<file path="config.mk">
export PLATFORM = sky130hd
export DESIGN_NAME = ubus_xfer_ctrl_flat
export DESIGN_NICKNAME = d
export VERILOG_FILES = /design/src/rtl/ubus_xfer_ctrl_if.sv /design/src/rtl/ubus_xfer_ctrl.sv /design/src/flat_wrapper.sv
export SDC_FILE = /design/constraint.sdc
export NUM_CORES = 1
export LEC_CHECK = 0
export CAP_MARGIN = 30
export CORE_ASPECT_RATIO = 1.1
export CORE_MARGIN = 2
export CORE_UTILIZATION = 39
export CTS_CLUSTER_DIAMETER = 80
export DETAILED_ROUTE_END_ITERATION = 10
export PLACE_DENSITY = 0.77
export SYNTH_ARGS = -nofsm -noshare
export SYNTH_HDL_FRONTEND = slang
export SYNTH_SLANG_ARGS = --single-unit
</file>
<file path="constraint.sdc">
create_clock -name sys_clk -period 2.6 [get_ports sys_clk]
set_input_delay 0.52 -clock sys_clk [delete_from_list [all_inputs] [get_ports sys_clk]]
set_output_delay 0.52 -clock sys_clk [all_outputs]
set_load 0.01 [all_outputs]
</file>
<file path="src/rtl/ubus_xfer_ctrl_if.sv">
// ---------------------------------------------------------------------------
// ubus_xfer_ctrl_if
// Bundles the micro-instruction handshake and the shared-bus producer/consumer
// signals of ubus_xfer_ctrl.
//   master : micro-sequencer / environment side (drives instructions, producer
//            values, consumer contents and busy flags)
//   slave  : ubus_xfer_ctrl side (drives minst_ready, bus_data, dst_we)
// Signals:
//   minst_valid, minst_ready   instruction handshake
//   minst_type                 0 NOP,1 MOVE,2 MOVI,3 BREQ,4 JMP,5 CALL,6 RET,7 rsvd/BRGT
//   src_sel, dst_sel           producer / consumer index
//   imm, mbranch_target        immediate / compare value, branch target
//   src_data, dst_data         flattened producer values / consumer contents
//   dst_busy                   per-consumer back-pressure
//   bus_data, dst_we           registered bus value and one-hot write strobe
// ---------------------------------------------------------------------------
interface ubus_xfer_ctrl_if #(
  parameter int DATA_WIDTH = 8,
  parameter int NUM_SRC    = 8,
  parameter int NUM_DST    = 8,
  parameter int MPC_WIDTH  = 8
) ();
  localparam int SRC_W = $clog2(NUM_SRC);
  localparam int DST_W = $clog2(NUM_DST);

  logic                          minst_valid;
  logic                          minst_ready;
  logic [2:0]                    minst_type;
  logic [SRC_W-1:0]              src_sel;
  logic [DST_W-1:0]              dst_sel;
  logic [DATA_WIDTH-1:0]         imm;
  logic [MPC_WIDTH-1:0]          mbranch_target;
  logic [NUM_SRC*DATA_WIDTH-1:0] src_data;
  logic [NUM_DST*DATA_WIDTH-1:0] dst_data;
  logic [NUM_DST-1:0]            dst_busy;
  logic [DATA_WIDTH-1:0]         bus_data;
  logic [NUM_DST-1:0]            dst_we;

  modport master (
    output minst_valid, minst_type, src_sel, dst_sel, imm, mbranch_target,
    output src_data, dst_data, dst_busy,
    input  minst_ready, bus_data, dst_we
  );

  modport slave (
    input  minst_valid, minst_type, src_sel, dst_sel, imm, mbranch_target,
    input  src_data, dst_data, dst_busy,
    output minst_ready, bus_data, dst_we
  );
endinterface

</file>
<file path="src/rtl/ubus_xfer_ctrl.sv">
// ---------------------------------------------------------------------------
// ubus_xfer_ctrl
// Registered shared-bus transfer controller with micro-PC sequencing.
// Accepts one micro-instruction per cycle (valid/ready), moves a producer
// value or immediate to one consumer through a registered output stage that
// honours consumer back-pressure, and owns the micro-PC including
// branch/jump/call/return via a circular return-address stack.
//
// Ports:
//   sys_clk        system clock, rising edge
//   sys_rst_n      asynchronous active-low reset
//   ubus           ubus_xfer_ctrl_if.slave (handshake + bus signals)
//   m_pc           micro-PC
//   illegal_op     sticky: reserved instruction type accepted
//   ras_overflow   sticky: CALL with the RAS full (oldest entry overwritten)
//   ras_underflow  sticky: RET with the RAS empty
//
// Build option: define UBUS_BRANCH_GT_EN to turn type 7 into BRGT
// (unsigned greater-than branch); otherwise type 7 is NOP + illegal_op.
// ---------------------------------------------------------------------------
module ubus_xfer_ctrl #(
  parameter int DATA_WIDTH = 8,
  parameter int NUM_SRC    = 8,
  parameter int NUM_DST    = 8,
  parameter int MPC_WIDTH  = 8,
  parameter int RAS_DEPTH  = 4
) (
  input  logic                 sys_clk,
  input  logic                 sys_rst_n,
  ubus_xfer_ctrl_if.slave      ubus,
  output logic [MPC_WIDTH-1:0] m_pc,
  output logic                 illegal_op,
  output logic                 ras_overflow,
  output logic                 ras_underflow
);

  localparam int SRC_W     = $clog2(NUM_SRC);
  localparam int DST_W     = $clog2(NUM_DST);
  localparam int RAS_PTR_W = (RAS_DEPTH > 1) ? $clog2(RAS_DEPTH) : 1;
  localparam int RAS_CNT_W = $clog2(RAS_DEPTH + 1);

  localparam logic [2:0] OP_MOVE = 3'd1;
  localparam logic [2:0] OP_MOVI = 3'd2;
  localparam logic [2:0] OP_BREQ = 3'd3;
  localparam logic [2:0] OP_JMP  = 3'd4;
  localparam logic [2:0] OP_CALL = 3'd5;
  localparam logic [2:0] OP_RET  = 3'd6;
  localparam logic [2:0] OP_RSVD = 3'd7;

  typedef enum logic [0:0] {
    OUT_IDLE = 1'b0,
    OUT_PEND = 1'b1
  } out_state_t;

  // Registered state
  out_state_t            out_state_reg, out_state_next;
  logic [NUM_DST-1:0]    dst_we_reg, dst_we_next;
  logic [DATA_WIDTH-1:0] bus_data_reg, bus_data_next;
  logic [MPC_WIDTH-1:0]  m_pc_reg, m_pc_next;
  logic                  illegal_op_reg;
  logic                  ras_overflow_reg;
  logic                  ras_underflow_reg;
  logic [MPC_WIDTH-1:0]  ras_mem [RAS_DEPTH];
  logic [RAS_PTR_W-1:0]  ras_wr_ptr_reg;   // next free slot; top is one below
  logic [RAS_CNT_W-1:0]  ras_count_reg;

  // Combinational helpers
  logic [DATA_WIDTH-1:0] src_vec [NUM_SRC];
  logic [DATA_WIDTH-1:0] dst_vec [NUM_DST];
  logic                  src_ok;
  logic                  dst_ok;
  logic                  pend_busy;
  logic                  accept;
  logic [DATA_WIDTH-1:0] dst_cur;
  logic [NUM_DST-1:0]    dst_onehot;
  logic [MPC_WIDTH-1:0]  pc_inc;
  logic [RAS_PTR_W-1:0]  ras_ptr_inc;
  logic [RAS_PTR_W-1:0]  ras_ptr_dec;
  logic [MPC_WIDTH-1:0]  ras_top;
  logic                  ras_full;
  logic                  ras_push;
  logic                  ras_pop;
  logic                  illegal_set;
  logic                  overflow_set;
  logic                  underflow_set;

  // Unflatten producer / consumer vectors
  generate
    for (genvar gi = 0; gi < NUM_SRC; gi++) begin : g_src
      assign src_vec[gi] = ubus.src_data[gi*DATA_WIDTH +: DATA_WIDTH];
    end
    for (genvar gi = 0; gi < NUM_DST; gi++) begin : g_dst
      assign dst_vec[gi] = ubus.dst_data[gi*DATA_WIDTH +: DATA_WIDTH];
    end
  endgenerate

  // Index range checks; trivially true when the count is a power of two
  generate
    if (NUM_SRC == (1 << SRC_W)) begin : g_src_full
      assign src_ok = 1'b1;
    end else begin : g_src_part
      assign src_ok = (ubus.src_sel < SRC_W'(NUM_SRC));
    end
    if (NUM_DST == (1 << DST_W)) begin : g_dst_full
      assign dst_ok = 1'b1;
    end else begin : g_dst_part
      assign dst_ok = (ubus.dst_sel < DST_W'(NUM_DST));
    end
  endgenerate

  // dst_we_reg is one-hot or zero, so masking with dst_busy picks out
  // dst_busy[pending_dst] while PEND and yields 0 while IDLE.
  assign pend_busy  = |(dst_we_reg & ubus.dst_busy);
  assign accept     = ubus.minst_valid && !pend_busy;
  assign dst_cur    = dst_vec[ubus.dst_sel];
  assign dst_onehot = {{(NUM_DST-1){1'b0}}, 1'b1} << ubus.dst_sel;
  assign pc_inc     = m_pc_reg + MPC_WIDTH'(1);

  assign ras_ptr_inc = (ras_wr_ptr_reg == RAS_PTR_W'(RAS_DEPTH - 1)) ? '0
                                                                   : ras_wr_ptr_reg + RAS_PTR_W'(1);
  assign ras_ptr_dec = (ras_wr_ptr_reg == '0) ? RAS_PTR_W'(RAS_DEPTH - 1)
                                              : ras_wr_ptr_reg - RAS_PTR_W'(1);
  assign ras_top     = ras_mem[ras_ptr_dec];
  assign ras_full    = (ras_count_reg == RAS_CNT_W'(RAS_DEPTH));

  // Next-state / decode
  always_comb begin
    out_state_next = out_state_reg;
    dst_we_next    = dst_we_reg;
    bus_data_next  = bus_data_reg;
    m_pc_next      = m_pc_reg;
    ras_push       = 1'b0;
    ras_pop        = 1'b0;
    illegal_set    = 1'b0;
    overflow_set   = 1'b0;
    underflow_set  = 1'b0;

    // Pending write drains whenever its consumer is not busy
    if (out_state_reg == OUT_PEND && !pend_busy) begin
      out_state_next = OUT_IDLE;
      dst_we_next    = '0;
    end

    if (accept) begin
      m_pc_next = pc_inc;
      case (ubus.minst_type)
        OP_MOVE: begin
          if (src_ok && dst_ok) begin
            out_state_next = OUT_PEND;
            dst_we_next    = dst_onehot;
            bus_data_next  = src_vec[ubus.src_sel];
          end
        end
        OP_MOVI: begin
          if (dst_ok) begin
            out_state_next = OUT_PEND;
            dst_we_next    = dst_onehot;
            bus_data_next  = ubus.imm;
          end
        end
        OP_BREQ: begin
          if (dst_ok && dst_cur == ubus.imm) m_pc_next = ubus.mbranch_target;
        end
        OP_JMP: begin
          m_pc_next = ubus.mbranch_target;
        end
        OP_CALL: begin
          ras_push     = 1'b1;
          overflow_set = ras_full;
          m_pc_next    = ubus.mbranch_target;
        end
        OP_RET: begin
          if (ras_count_reg != '0) begin
            ras_pop   = 1'b1;
            m_pc_next = ras_top;
          end else begin
            underflow_set = 1'b1;
          end
        end
        OP_RSVD: begin
`ifdef UBUS_BRANCH_GT_EN
          if (dst_ok && dst_cur > ubus.imm) m_pc_next = ubus.mbranch_target;
`else
          illegal_set = 1'b1;
`endif
        end
        default: begin
          // NOP: only the micro-PC advances
        end
      endcase
    end
  end

  // State registers
  always_ff @(posedge sys_clk or negedge sys_rst_n) begin
    if (!sys_rst_n) begin
      out_state_reg     <= OUT_IDLE;
      dst_we_reg        <= '0;
      bus_data_reg      <= '0;
      m_pc_reg          <= '0;
      illegal_op_reg    <= 1'b0;
      ras_overflow_reg  <= 1'b0;
      ras_underflow_reg <= 1'b0;
      ras_wr_ptr_reg    <= '0;
      ras_count_reg     <= '0;
      for (int i = 0; i < RAS_DEPTH; i++) ras_mem[i] <= '0;
    end else begin
      out_state_reg     <= out_state_next;
      dst_we_reg        <= dst_we_next;
      bus_data_reg      <= bus_data_next;
      m_pc_reg          <= m_pc_next;
      illegal_op_reg    <= illegal_op_reg | illegal_set;
      ras_overflow_reg  <= ras_overflow_reg | overflow_set;
      ras_underflow_reg <= ras_underflow_reg | underflow_set;
      if (ras_push) begin
        // When full the write slot is the oldest entry, so it is overwritten
        ras_mem[ras_wr_ptr_reg] <= pc_inc;
        ras_wr_ptr_reg          <= ras_ptr_inc;
        if (!ras_full) ras_count_reg <= ras_count_reg + RAS_CNT_W'(1);
      end else if (ras_pop) begin
        ras_wr_ptr_reg <= ras_ptr_dec;
        ras_count_reg  <= ras_count_reg - RAS_CNT_W'(1);
      end
    end
  end

  assign ubus.minst_ready = !pend_busy;
  assign ubus.bus_data    = bus_data_reg;
  assign ubus.dst_we      = dst_we_reg;
  assign m_pc             = m_pc_reg;
  assign illegal_op       = illegal_op_reg;
  assign ras_overflow     = ras_overflow_reg;
  assign ras_underflow    = ras_underflow_reg;

endmodule

</file>
<file path="src/flat_wrapper.sv">
// flat-port wrapper written by rule: the top's interface ports become plain ports
module ubus_xfer_ctrl_flat 
#(
  parameter int DATA_WIDTH = 8,
  parameter int NUM_SRC    = 8,
  parameter int NUM_DST    = 8,
  parameter int MPC_WIDTH  = 8,
  parameter int RAS_DEPTH  = 4
)
  (sys_clk, sys_rst_n, m_pc, illegal_op, ras_overflow, ras_underflow, ubus_minst_valid, ubus_minst_type, ubus_src_sel, ubus_dst_sel, ubus_imm, ubus_mbranch_target, ubus_src_data, ubus_dst_data, ubus_dst_busy, ubus_minst_ready, ubus_bus_data, ubus_dst_we);
  ubus_xfer_ctrl_if #(.DATA_WIDTH(DATA_WIDTH), .NUM_SRC(NUM_SRC), .NUM_DST(NUM_DST), .MPC_WIDTH(MPC_WIDTH)) ubus_i ();
  input  logic sys_clk;
  input  logic sys_rst_n;
  output logic [MPC_WIDTH-1:0] m_pc;
  output logic illegal_op;
  output logic ras_overflow;
  output logic ras_underflow;
  input wire logic [$bits(ubus_i.minst_valid)-1:0] ubus_minst_valid;
  input wire logic [$bits(ubus_i.minst_type)-1:0] ubus_minst_type;
  input wire logic [$bits(ubus_i.src_sel)-1:0] ubus_src_sel;
  input wire logic [$bits(ubus_i.dst_sel)-1:0] ubus_dst_sel;
  input wire logic [$bits(ubus_i.imm)-1:0] ubus_imm;
  input wire logic [$bits(ubus_i.mbranch_target)-1:0] ubus_mbranch_target;
  input wire logic [$bits(ubus_i.src_data)-1:0] ubus_src_data;
  input wire logic [$bits(ubus_i.dst_data)-1:0] ubus_dst_data;
  input wire logic [$bits(ubus_i.dst_busy)-1:0] ubus_dst_busy;
  output wire logic [$bits(ubus_i.minst_ready)-1:0] ubus_minst_ready;
  output wire logic [$bits(ubus_i.bus_data)-1:0] ubus_bus_data;
  output wire logic [$bits(ubus_i.dst_we)-1:0] ubus_dst_we;
  assign ubus_i.minst_valid = ubus_minst_valid;
  assign ubus_i.minst_type = ubus_minst_type;
  assign ubus_i.src_sel = ubus_src_sel;
  assign ubus_i.dst_sel = ubus_dst_sel;
  assign ubus_i.imm = ubus_imm;
  assign ubus_i.mbranch_target = ubus_mbranch_target;
  assign ubus_i.src_data = ubus_src_data;
  assign ubus_i.dst_data = ubus_dst_data;
  assign ubus_i.dst_busy = ubus_dst_busy;
  assign ubus_minst_ready = ubus_i.minst_ready;
  assign ubus_bus_data = ubus_i.bus_data;
  assign ubus_dst_we = ubus_i.dst_we;
  ubus_xfer_ctrl #(.DATA_WIDTH(DATA_WIDTH), .NUM_SRC(NUM_SRC), .NUM_DST(NUM_DST), .MPC_WIDTH(MPC_WIDTH), .RAS_DEPTH(RAS_DEPTH)) u_core (.sys_clk(sys_clk), .sys_rst_n(sys_rst_n), .ubus(ubus_i), .m_pc(m_pc), .illegal_op(illegal_op), .ras_overflow(ras_overflow), .ras_underflow(ras_underflow));
endmodule
</file>
==> results.json <==
{
  "status": "completed",
  "syn-num-nets": 651,
  "crit_path_cell_trace": "clkdlybuf4s15_1 -> bufbuf_16 -> and2b_1 -> a22oi_2 -> a21boi_1 -> nor4b_4 -> o2111ai_2 -> buf_6 -> or3_1 -> a31oi_1",
  "gp_congestion": 0.922,
  "setup_violations": 0,
  "r2r_start": "u_core.ras_wr_ptr_reg[0]",
  "wl_per_cell_um": 19.5,
  "die_y_um": 117,
  "yosys.area_share.simple": 0.152,
  "cts_tree": "yes",
  "grt_pass1_vias": 5000,
  "slew_viol_final": 0,
  "std_cell_rows": 41,
  "start_util": 0.397,
  "cap_violations": 0,
  "slowest_stage": "or3_1",
  "stdcell_count": 880,
  "ys_types": 58,
  "maxSlewHeadroom": 0.560,
  "synthXorXnorAreaFrac": 0.0347,
  "worstSkewPairLatency_ns": 0.33,
  "dp_hpwl_mm": 13.7,
  "seq_area_frac_synth": 0.358,
  "ys.flop_type": "dfrtp_1",
  "antennaDiodeCount": 0,
  "startpoint_type": "primary input",
  "tightestPinTransition_ns": 0.660,
  "power.leakage_nw": 3.13,
  "crit_path_start": "ubus_dst_sel[2]",
  "top_register": "u_core.ras_mem",
  "avgSynthCellArea_um2": 9.44,
  "synthCells": 481,
  "ant_nets": 0,
  "drtPass1Iterations": 6,
  "ys_ff_latch": 65,
  "fp.dieW_um": 107,
  "grt_max_degree": 43,
  "synth_compound_area_frac": 0.198,
  "yosys_warnings": 0,
  "clkSinkCount": 65,
  "period_share": 0.967,
  "final_cell_mix": "clkdlybuf4s50_1 (186), nand2_1 (84), dfrtp_1 (65)",
  "grt_overflow": 0,
  "skew_ns": 0.00837,
  "drive_above_1_share": 0.197,
  "drtIter0Drc": 350,
  "wl_mm": 17.1,
  "ir_drop_mv": 0.418,
  "required_ns": 2.85,
  "placedCellCount": 857,
  "largest_reg_flops": 32,
  "drc": 0,
  "numCtsBuffers": 9,
  "slowest_delay_ns": 0.36,
  "dieArea_um2": 12500,
  "postCtsHoldBufs": 0,
  "synth-async-reset-ratio": 1.00,
  "critPathKind": "in -> reg",
  "cts.path.max_buffers": 2,
  "critPathMaxFanout": 8,
  "antenna_found_initial": 0,
  "pin_count": 192,
  "via_per_inst": 5.59,
  "end_kind": "flop",
  "cp.arrival_ns": 2.76,
  "htree_num_levels": 3,
  "place_area_um2": 7030,
  "fin_crit_ns": 2.51,
  "root_buffer": "clkbuf_16",
  "area_delta_synth_final_pct": 66.5,
  "syn_area_um2": 4540,
  "powerDensity_nw_per_um2": 745,
  "synthMuxAreaShare": 0.195,
  "fmaxAchievable_mhz": 398,
  "grt_pass1_wl_mm": 25.8,
  "synthAdderAreaFrac": 0.0182,
  "design_area_um2": 7560,
  "min_path_type": "in -> async",
  "nets": 895,
  "clkTransAtPathRegs_ns": 0.06,
  "hold_viol": 0,
  "grt_use_total": 0.270,
  "io_buffers": 191,
  "final_common_cell": "clkdlybuf4s50_1",
  "vias": 4917,
  "synth-edff-count": 0,
  "core_um2": 11400,
  "synth_top_family_by_area": "compound AO/OA/AOI/OAI gates"
}
## worst paths after layout
check / slack, ns / depth (start not counted) / end
worst max-delay path: 0.09 / 10 / u_core.m_pc[1]
worst min-delay path: 0.17 / 1 / u_core.ras_mem[19]
worst max register to register: 0.21 / 8 / u_core.m_pc[2]
worst min register to register: 0.47 / 2 / u_core.ras_overflow
max in group asynchronous: 1.79 / 2 / u_core.m_pc[7]
min in group sys_clk: 0.47 / 2 / u_core.ras_overflow
## cells in the mapped netlist (all sizes together) (3+ instances only)
cell | count | area, um^2
a211oi | 5 | 37.5
a21oi | 29 | 145
a221oi | 3 | 26.3
a222oi | 4 | 40.0
a22o | 5 | 43.8
a22oi | 9 | 67.6
a31oi | 14 | 87.6
and2 | 3 | 18.8
and2b | 4 | 30.0
buf | 12 | 91.3
clkbuf | 18 | 67.6
dfrtp | 65 | 1630
ha | 5 | 62.6
inv | 10 | 37.5
mux2 | 5 | 56.3
mux2i | 29 | 290
mux4 | 24 | 541
nand2 | 85 | 322
nand3 | 8 | 40.0
nor2 | 22 | 85.1
nor2b | 4 | 25.0
nor3 | 4 | 20.0
o211ai | 4 | 30.0
o21ai | 49 | 245
o22ai | 4 | 25.0
or3 | 9 | 56.3
xnor2 | 13 | 114
xor2 | 5 | 43.8
## worst max-delay path, delay by kind of cell
kind | cells | cell delay, ns
buffers and inverters | 3 | 0.72
AO/OA/AOI/OAI | 4 | 0.70
AND/OR/NAND/NOR | 3 | 0.82
## per-stage QoR
step | setup WS, ns | hold slack [ns] | util | setup TNS (ns) | total power [mW]
final | 0.0854 | 0.174 | 0.661 | 0 | 5.63
after detailed placement | -0.577 | 0.445 | 0.615 | -7.36 | 4.30
after global placement | -0.485 | 0.439 | 0.615 | -6.10 | 4.21
after global routing | -0.0261 | 0.220 | 0.661 | -0.0261 | 5.94
after CTS | 0.0150 | 0.190 | 0.653 | 0 | 5.61
after floorplan | 0.0266 | 0.224 | - | 0 | 3.02
## where the power goes
group | switching (mW) | internal, mW | total, mW
logic | 1.25 | 1.38 | 2.62
registers | 0.339 | 1.40 | 1.74
clock network | 0.469 | 0.799 | 1.27
total | 2.05 | 3.58 | 5.63
## cell families (layout without fill, tap and decap cells)
| family | Yosys count | in the layout |
|---|---|---|
| fa+ha+maj | 6 | 6 |
| compound gates | 143 | 143 |
| xor+xnor | 18 | 18 |
| flops | 65 | 65 |
| simple gates | 151 | 151 |
| buf+inv | 40 | 289 |
| mux | 58 | 58 |
## per-layer routing
metal | wire length [um] | part of all wire | GRT usage
met4 | 575 | 0.034 | 0.118
met3 | 1090 | 0.064 | 0.0393
met5 | 0 | 0 | 0
met2 | 8700 | 0.51 | 0.468
met1 | 6750 | 0.39 | 0.337
## what timing repair did
item                                    in CTS  in global routing
cloned                                       2                  0
endpoints found under the setup margin       9                  9
setup buffers                                4                  1
gates resized for setup                     19                 18
pin swaps                                   11                 18
## area by class of cell
class                           count  area (um^2)
Inverter                           10         37.5
Tap cell                          150          188
Clock buffer                       11          253
Timing Repair Buffer              263         2560
Multi-Input combinational cell    376         2830
Fill cell                         885         3880
Clock inverter                      5         60.1
Sequential cell                    65         1630
Note: power is estimated with default switching activity, not from simulation.
